===== src/rtl/lc3_mem_arbiter.sv =====
// lc3_mem_arbiter: shares the single LC3 memory port between instruction fetch
// and the data stage. It sequences direct and indirect (LDI/STI) accesses and
// pulses complete_instr / complete_data when each access finishes.
// Optional feature macro: LC3_ARB_RR_EN. When it is defined, simultaneous
// requests alternate between the two requesters. When it is undefined, data
// always wins a tie.
module lc3_mem_arbiter #(
  parameter int unsigned AW = 16,
  parameter int unsigned DW = 16
) (
  input  logic          clk,
  input  logic          rst,
  input  logic          if_req,
  input  logic [AW-1:0] if_addr,
  output logic [DW-1:0] if_rdata,
  output logic          complete_instr,
  input  logic          d_req,
  input  logic [1:0]    d_mode,
  input  logic [AW-1:0] d_addr,
  input  logic [DW-1:0] d_wdata,
  output logic [DW-1:0] d_rdata,
  output logic          complete_data,
  output logic          mem_req,
  output logic          mem_we,
  output logic [AW-1:0] mem_addr,
  output logic [DW-1:0] mem_wdata,
  input  logic          mem_ack,
  input  logic [DW-1:0] mem_rdata,
  output logic [1:0]    mem_state,
  output logic          busy
);

  typedef enum logic [2:0] {
    S_IDLE,
    S_FETCH,
    S_PTR,
    S_DRD,
    S_DWR,
    S_DONE
  } state_t;

  localparam logic [1:0] MS_DRD  = 2'd0;
  localparam logic [1:0] MS_PTR  = 2'd1;
  localparam logic [1:0] MS_DWR  = 2'd2;
  localparam logic [1:0] MS_IDLE = 2'd3;

  localparam logic [1:0] MODE_RD  = 2'd0;
  localparam logic [1:0] MODE_WR  = 2'd2;
  localparam logic [1:0] MODE_IWR = 2'd3;

  state_t     state;
  logic [1:0] mode_q;
  logic       is_data_q;
  logic       grant_data_c;

`ifdef LC3_ARB_RR_EN
  // Remembers which side won the most recent tie (1 = data). Resets to fetch,
  // so the first tie after reset goes to data.
  logic last_data_q;

  // Tie-break: a tie goes to the side that did not win the previous tie.
  always_comb begin
    grant_data_c = d_req && (!if_req || !last_data_q);
  end

  // Update the tie memory only when both sides compete in IDLE.
  always_ff @(posedge clk) begin
    if (rst) begin
      last_data_q <= 1'b0;
    end else if (state == S_IDLE && if_req && d_req) begin
      last_data_q <= grant_data_c;
    end
  end
`else
  // Fixed priority: data always wins over fetch.
  always_comb begin
    grant_data_c = d_req;
  end
`endif

  // Main sequencer: grant, memory handshake, result capture and done pulses.
  always_ff @(posedge clk) begin
    if (rst) begin
      state          <= S_IDLE;
      mode_q         <= 2'd0;
      is_data_q      <= 1'b0;
      if_rdata       <= '0;
      d_rdata        <= '0;
      complete_instr <= 1'b0;
      complete_data  <= 1'b0;
      mem_req        <= 1'b0;
      mem_we         <= 1'b0;
      mem_addr       <= '0;
      mem_wdata      <= '0;
      mem_state      <= MS_IDLE;
      busy           <= 1'b0;
    end else begin
      complete_instr <= 1'b0;
      complete_data  <= 1'b0;
      case (state)
        S_IDLE: begin
          if (grant_data_c) begin
            is_data_q <= 1'b1;
            mode_q    <= d_mode;
            mem_addr  <= d_addr;
            mem_wdata <= d_wdata;
            mem_req   <= 1'b1;
            busy      <= 1'b1;
            case (d_mode)
              MODE_RD: begin
                state     <= S_DRD;
                mem_we    <= 1'b0;
                mem_state <= MS_DRD;
              end
              MODE_WR: begin
                state     <= S_DWR;
                mem_we    <= 1'b1;
                mem_state <= MS_DWR;
              end
              default: begin
                state     <= S_PTR;
                mem_we    <= 1'b0;
                mem_state <= MS_PTR;
              end
            endcase
          end else if (if_req) begin
            is_data_q <= 1'b0;
            mem_addr  <= if_addr;
            mem_we    <= 1'b0;
            mem_req   <= 1'b1;
            busy      <= 1'b1;
            state     <= S_FETCH;
            mem_state <= MS_IDLE;
          end
        end

        S_FETCH: begin
          if (mem_ack) begin
            if_rdata       <= mem_rdata;
            complete_instr <= 1'b1;
            mem_req        <= 1'b0;
            mem_we         <= 1'b0;
            mem_state      <= MS_IDLE;
            state          <= S_DONE;
          end
        end

        // The pointer replaces the address. The data phase follows with no gap.
        S_PTR: begin
          if (mem_ack) begin
            mem_addr <= AW'(mem_rdata);
            if (mode_q == MODE_IWR) begin
              state     <= S_DWR;
              mem_we    <= 1'b1;
              mem_state <= MS_DWR;
            end else begin
              state     <= S_DRD;
              mem_we    <= 1'b0;
              mem_state <= MS_DRD;
            end
          end
        end

        S_DRD: begin
          if (mem_ack) begin
            d_rdata       <= mem_rdata;
            complete_data <= is_data_q;
            mem_req       <= 1'b0;
            mem_we        <= 1'b0;
            mem_state     <= MS_IDLE;
            state         <= S_DONE;
          end
        end

        S_DWR: begin
          if (mem_ack) begin
            complete_data <= is_data_q;
            mem_req       <= 1'b0;
            mem_we        <= 1'b0;
            mem_state     <= MS_IDLE;
            state         <= S_DONE;
          end
        end

        S_DONE: begin
          busy      <= 1'b0;
          mem_state <= MS_IDLE;
          state     <= S_IDLE;
        end

        default: begin
          mem_req   <= 1'b0;
          mem_we    <= 1'b0;
          busy      <= 1'b0;
          mem_state <= MS_IDLE;
          state     <= S_IDLE;
        end
      endcase
    end
  end

endmodule


===== config.mk =====
export PLATFORM = sky130hd
export DESIGN_NAME = lc3_mem_arbiter
export DESIGN_NICKNAME = d
export VERILOG_FILES = /design/src/rtl/lc3_mem_arbiter.sv
export SDC_FILE = /design/constraint.sdc
export NUM_CORES = 1
export LEC_CHECK = 0
export CAP_MARGIN = 20
export CORE_MARGIN = 3
export CORE_UTILIZATION = 45
export CTS_CLUSTER_DIAMETER = 30
export DETAILED_ROUTE_END_ITERATION = 8
export PLACE_DENSITY = 0.92
export REMOVE_ABC_BUFFERS = 1
export SYNTH_ARGS = -nofsm -noshare
export SYNTH_HDL_FRONTEND = slang
export SYNTH_SLANG_ARGS = --single-unit

===== constraint.sdc =====
create_clock -name clk -period 3.33 [get_ports clk]
set_clock_uncertainty 0.2 [all_clocks]
set_input_delay 0.8325 -clock clk [delete_from_list [all_inputs] [get_ports clk]]
set_output_delay 0.8325 -clock clk [all_outputs]
set_load 0.02 [all_outputs]

==> results.md, run 1 <==
- Max Freq: 0.402 GHz
- Number of flops mapped to enable cells by yosys: 0
- Max H-tree Level: 3
- Largest cells by area after synthesis: dfxtp_1 47%, nand2_1 16%, a21oi_1 11%
- Via count: 3,380
- Share of layout cells above drive strength 1: 0.0573
- WL per Instance: 15.8 µm
- Most instantiated library cell after synthesis: nand2_1
- Leakage: 1.82 nW
- Area leader, netlist: dfxtp_1
- Global-route wire length before repair: 15.9 mm
- CTS tree: built
- Post-detail-place hpwl: 7.03 mm
- Final TNS setup: 0 ns
- Pwr Total: 3.45 mW
- Initial antenna violation count: 0
- Post-synth top area share: 0.470
- Sequential cell area fraction in the yosys report: 0.470
- Ys Warns: 0
- Fin util: 0.704
- Final setup fails: 0
- Num CTS Buffers: 9
- Final Wtd Congestion: 0.858
- Remaining antenna violation count: 0
- Vias in the first global route: 3,468
- Synth cell count leaders: 141 x nand2_1, 77 x dfxtp_1, 71 x a21oi_1
- Hold Path Class: flip-flop to flip-flop
- FF+latch count, synth: 77
- Outcome: complete, no violations
- Ports: 142
- Pwr/cell area: 705 nW/µm²
- Worst-Skew Late Latency: 0.34 ns
- Vias per cell: 5.31
- Peak supply drop: 0.442 mV
- Total track usage: 0.238
- Clock tree buffer depth: 2
- Yosys cell types: 39
- TritonCTS Sinks: 77
- Min cycle time layout: 2.49 ns
- Synthesized area: 3280 µm²
- Clock Pin Slew Worst Setup and Hold Paths: 0.08 ns
- PortBufs: 141
- Final layout net count: 607
- Most used DFF post-synth: dfxtp_1
- Pin count of the biggest net entering global routing: 34
- Fin worst setup slack: 0.841 ns
- Die height: 91.3 µm
- Post-cts sizing count: 0
- Mean Syn Cell Area: 8.05 µm²
- Total grt overflow: 0
- RSZ-0062 raised after global routing: no
- DIE WIDTH: 91.3 µm
- Slew Limit Fails: 0
- Crit share post-route: 0.748
- Drt pass-1 iters: 4
- CP Capture Type: flip-flop
- CP arrival: 2.53 ns
- Final Hold Vio Count: 0
- CP startpoint kind: primary input
- Drt initial violations: 191
- Post-CTS Setup Bufs: 0
- P&R area growth vs syn: 49.3%
- Crit Path Class: primary input to flip-flop
- FP Rows: 30
- Core box area: 6940 µm²
- Slew HR: 0.488
- Post-synthesis cell count: 407
- Max FO, Critical Path: 20
- Design area: 4890 µm²
- Max cap viols: 0
- # hold bufs at CTS: 0
- Die area: 8340 µm²
- Drt drc: 0
- Setup slack at placement: 0.522 ns
- Starting Density: 0.472
- Number of diodes: 0
- Worst path required time: 3.37 ns
- FFs w/ async S/R, synth: 0
- DRT Wirelength: 10.0 mm
- Root Buffer: clkbuf_8
- Area post-placement: 4670 µm²
- Worst-Margin Slew: 0.766 ns
path summary, 6_finish.rpt:
kind                                     end  slack [ns]          from  cells past startpoint
worst min-delay path            mem_addr[10]        0.26  mem_addr[10]                      2
worst max register to register   if_rdata[1]        0.95      state[0]                      4
worst min register to register  mem_addr[10]        0.26  mem_addr[10]                      2
worst max-delay path            mem_state[1]        0.84         d_req                      5
per-stage QoR:
stage               instances  hold slack (ns)
finish                    637            0.256
global route              637            0.272
CTS                       636            0.258
detailed placement        620            0.247
global placement          620            0.235
floorplan                 375            0.211
state kept, by name, summed over array words and instances (netlist names), 2 cells and up:
signal / cells
mode_q: 2
mem_addr: 16
if_rdata: 16
mem_wdata: 16
mem_state: 2
d_rdata: 16
state: 3
cell usage in the layout (no fill, tap or decap), types with 2 or more instances in the layout:
| cell | count |
|---|---|
| clkinv_4 | 3 |
| a211o_1 | 2 |
| a21o_1 | 2 |
| o21ai_0 | 6 |
| a21oi_1 | 71 |
| clkbuf_8 | 11 |
| nand2_1 | 141 |
| and3_1 | 2 |
| buf_4 | 8 |
| mux2i_1 | 17 |
| nor2b_1 | 4 |
| nor3_1 | 3 |
| nor2_1 | 6 |
| nand3_1 | 3 |
| dfxtp_1 | 77 |
| clkdlybuf4s50_1 | 140 |
| o211ai_1 | 17 |
| inv_1 | 3 |
| o22ai_1 | 3 |
worst max-delay path: stages:
cell and delay (ns):
clkdlybuf4s50_1 0.59, or4b_4 0.63, nor2_1 0.19, o22ai_1 0.11
a21o_1 0.18
report_power, final:
group          internal, mW  switching (mW)  leakage (nW)
logic                 0.668           0.835          1.09
clock network         0.318           0.356        0.0961
registers              1.11           0.157         0.629
total                  2.10            1.35          1.82
layer usage:
layer | up-vias | GRT usage | part of all wire
li1 | 1637 | - | -
met2 | 147 | 0.421 | 0.52
met1 | 1569 | 0.260 | 0.37
met4 | 0 | 0.103 | 0.037
met5 | - | 0 | 0
met3 | 27 | 0.0754 | 0.074
layout make-up:
type / count / area (µm²)
Multi-Input combinational cell: 295 / 1530
Tap cell: 96 / 120
Inverter: 3 / 11.3
Clock inverter: 5 / 42.5
Clock buffer: 11 / 151
Sequential cell: 77 / 1540
Timing Repair Buffer: 150 / 1490
Fill cell: 511 / 2050
kinds of logic (layout without fill, tap and decap cells):
logic type,count (synthesis),in the layout,synth area share
flops,77,77,0.470
buf+inv,35,169,0.0626
mux,17,17,0.0519
simple gates,166,166,0.213
compound gates,112,112,0.202
Note: power is estimated with default switching activity, not from simulation.
==> run 2, diff against run 1 <==
CORE_UTILIZATION = 38   (was 45)
PLACE_DENSITY = 0.83   (was 0.92)
clock period = 2.2 ns   (was 3.33 ns; I/O delays follow)
==> results.md, run 2 (synthesized netlist as in run 1, its figures left out) <==
- Outcome: complete, no violations
- Final layout net count: 621
- Slew Limit Fails: 0
- Post-cts sizing count: 0
- Drt drc: 0
- Drt pass-1 iters: 5
- Most common cell after layout, fill and taps aside: nand2_1
- Worst-Margin Slew: 0.423 ns
- Slew HR: 0.717
- Crit share post-route: 0.941
- Num CTS Buffers: 9
- Peak supply drop: 0.509 mV
- Vias per cell: 5.13
- Pwr Total: 5.67 mW
- Min cycle time layout: 2.07 ns
- CTS tree: built
- Crit-path leading delay family: buffers and inverters
- Max FO, Critical Path: 2
- Hold Path Class: flip-flop to flip-flop
- Via count: 3,383
- TritonCTS Sinks: 77
- Largest stage delay on the critical path: 0.61 ns
- Final Hold Vio Count: 0
- CP Cell Sequence: clkdlybuf4s50_1
- Max cap viols: 0
- Die height: 98.9 µm
- FF-to-FF path depth: 5
- CP startpoint kind: flip-flop
- Max Freq: 0.483 GHz
- Root Buffer: clkbuf_8
- WL per Instance: 15.1 µm
- Core box area: 8300 µm²
- Ports: 142
- DRT Wirelength: 9.99 mm
- RSZ-0062 raised after global routing: no
- Clock Pin Slew Worst Setup and Hold Paths: 0.08 ns
- Pin count of the biggest net entering global routing: 43
- Leakage: 1.92 nW
- DIE WIDTH: 98.9 µm
- Post-CTS Setup Bufs: 0
- Remaining antenna violation count: 0
- Final Wtd Congestion: 0.834
- Total track usage: 0.205
- Crit-path slowest cell: clkdlybuf4s50_1
- WP depth: 1
- Clock tree buffer depth: 2
- CP arrival: 1.32 ns
- PortBufs: 141
- Post-detail-place hpwl: 7.31 mm
- Bufs and invs on worst path: 1
- Max H-tree Level: 3
- Drt initial violations: 174
- FP Rows: 33
- Pwr/cell area: 1110 nW/µm²
- P&R area growth vs syn: 56.2%
- Global-route wire length before repair: 16.1 mm
- Die area: 9770 µm²
- Starting Density: 0.395
- Final TNS setup: 0 ns
- Total grt overflow: 0
- CP Capture Type: primary output
- Commonest non-fill, non-tap cells in the layout: 141 x nand2_1, 140 x clkdlybuf4s50_1, 77 x dfxtp_1
- Crit Path Class: flip-flop to primary output
- Final setup fails: 0
- Initial antenna violation count: 0
- Number of diodes: 0
- Hold depth: 2
- Worst-Skew Late Latency: 0.34 ns
- Worst path required time: 1.45 ns
- Share of layout cells above drive strength 1: 0.0793
- Vias in the first global route: 3,217
- # hold bufs at CTS: 0
run 2: cell count changes in the layout (fill, tap and decap cells not counted), sizes merged:
cell / before / now
clkinv: 3 / 2
bufinv: 0 / 3
inv: 4 / 3
buf: 10 / 24
clkbuf: 11 / 10
run 2: worst paths after layout:
check          startpoint           end  slack, ns
max          mem_state[1]  mem_state[1]       0.13
min           d_rdata[14]   d_rdata[14]       0.26
max reg2reg      state[0]  if_rdata[11]       0.25
min reg2reg   d_rdata[14]   d_rdata[14]       0.26
run 2: power by group:
part	switching, mW	leakage (nW)	internal (mW)
clock network	0.529	0.116	0.754
registers	0.202	0.629	1.69
logic	1.31	1.18	1.18
run 2: tightest hold or removal path: stages (launching register included):
cell,delay [ns]
dfxtp_1,0.31
nand2_1,0.05
a21oi_1,0.05
run 2: final cells by class:
class                      instances  area, µm²
clock buffer                      10        128
tap                              105        131
clock inverter                     6        111
inverter                           3       11.3
multi-input combinational        295       1530
timing repair buffer             164       1670
fill                             705       3180
sequential                        77       1540
run 2: per-stage QoR:
stage,instance area (µm²),std cells,worst slack [ns],hold slack [ns],utilization
floorplan,3080,375,0.0275,0.211,-
global placement,4880,644,-0.101,0.241,0.588
detailed placement,4880,644,-0.133,0.245,0.588
CTS,5120,660,0.111,0.259,0.617
global route,5120,660,0.0608,0.276,0.617
finish,5120,660,0.130,0.256,0.617
run 2: layer usage:
metal / GRT usage / vias to the layer above / share of wire
li1: - / 1668 / -
met4: 0.0819 / 0 / 0.019
met1: 0.247 / 1577 / 0.39
met3: 0.0467 / 16 / 0.062
met5: 0 / - / 0
met2: 0.351 / 122 / 0.52
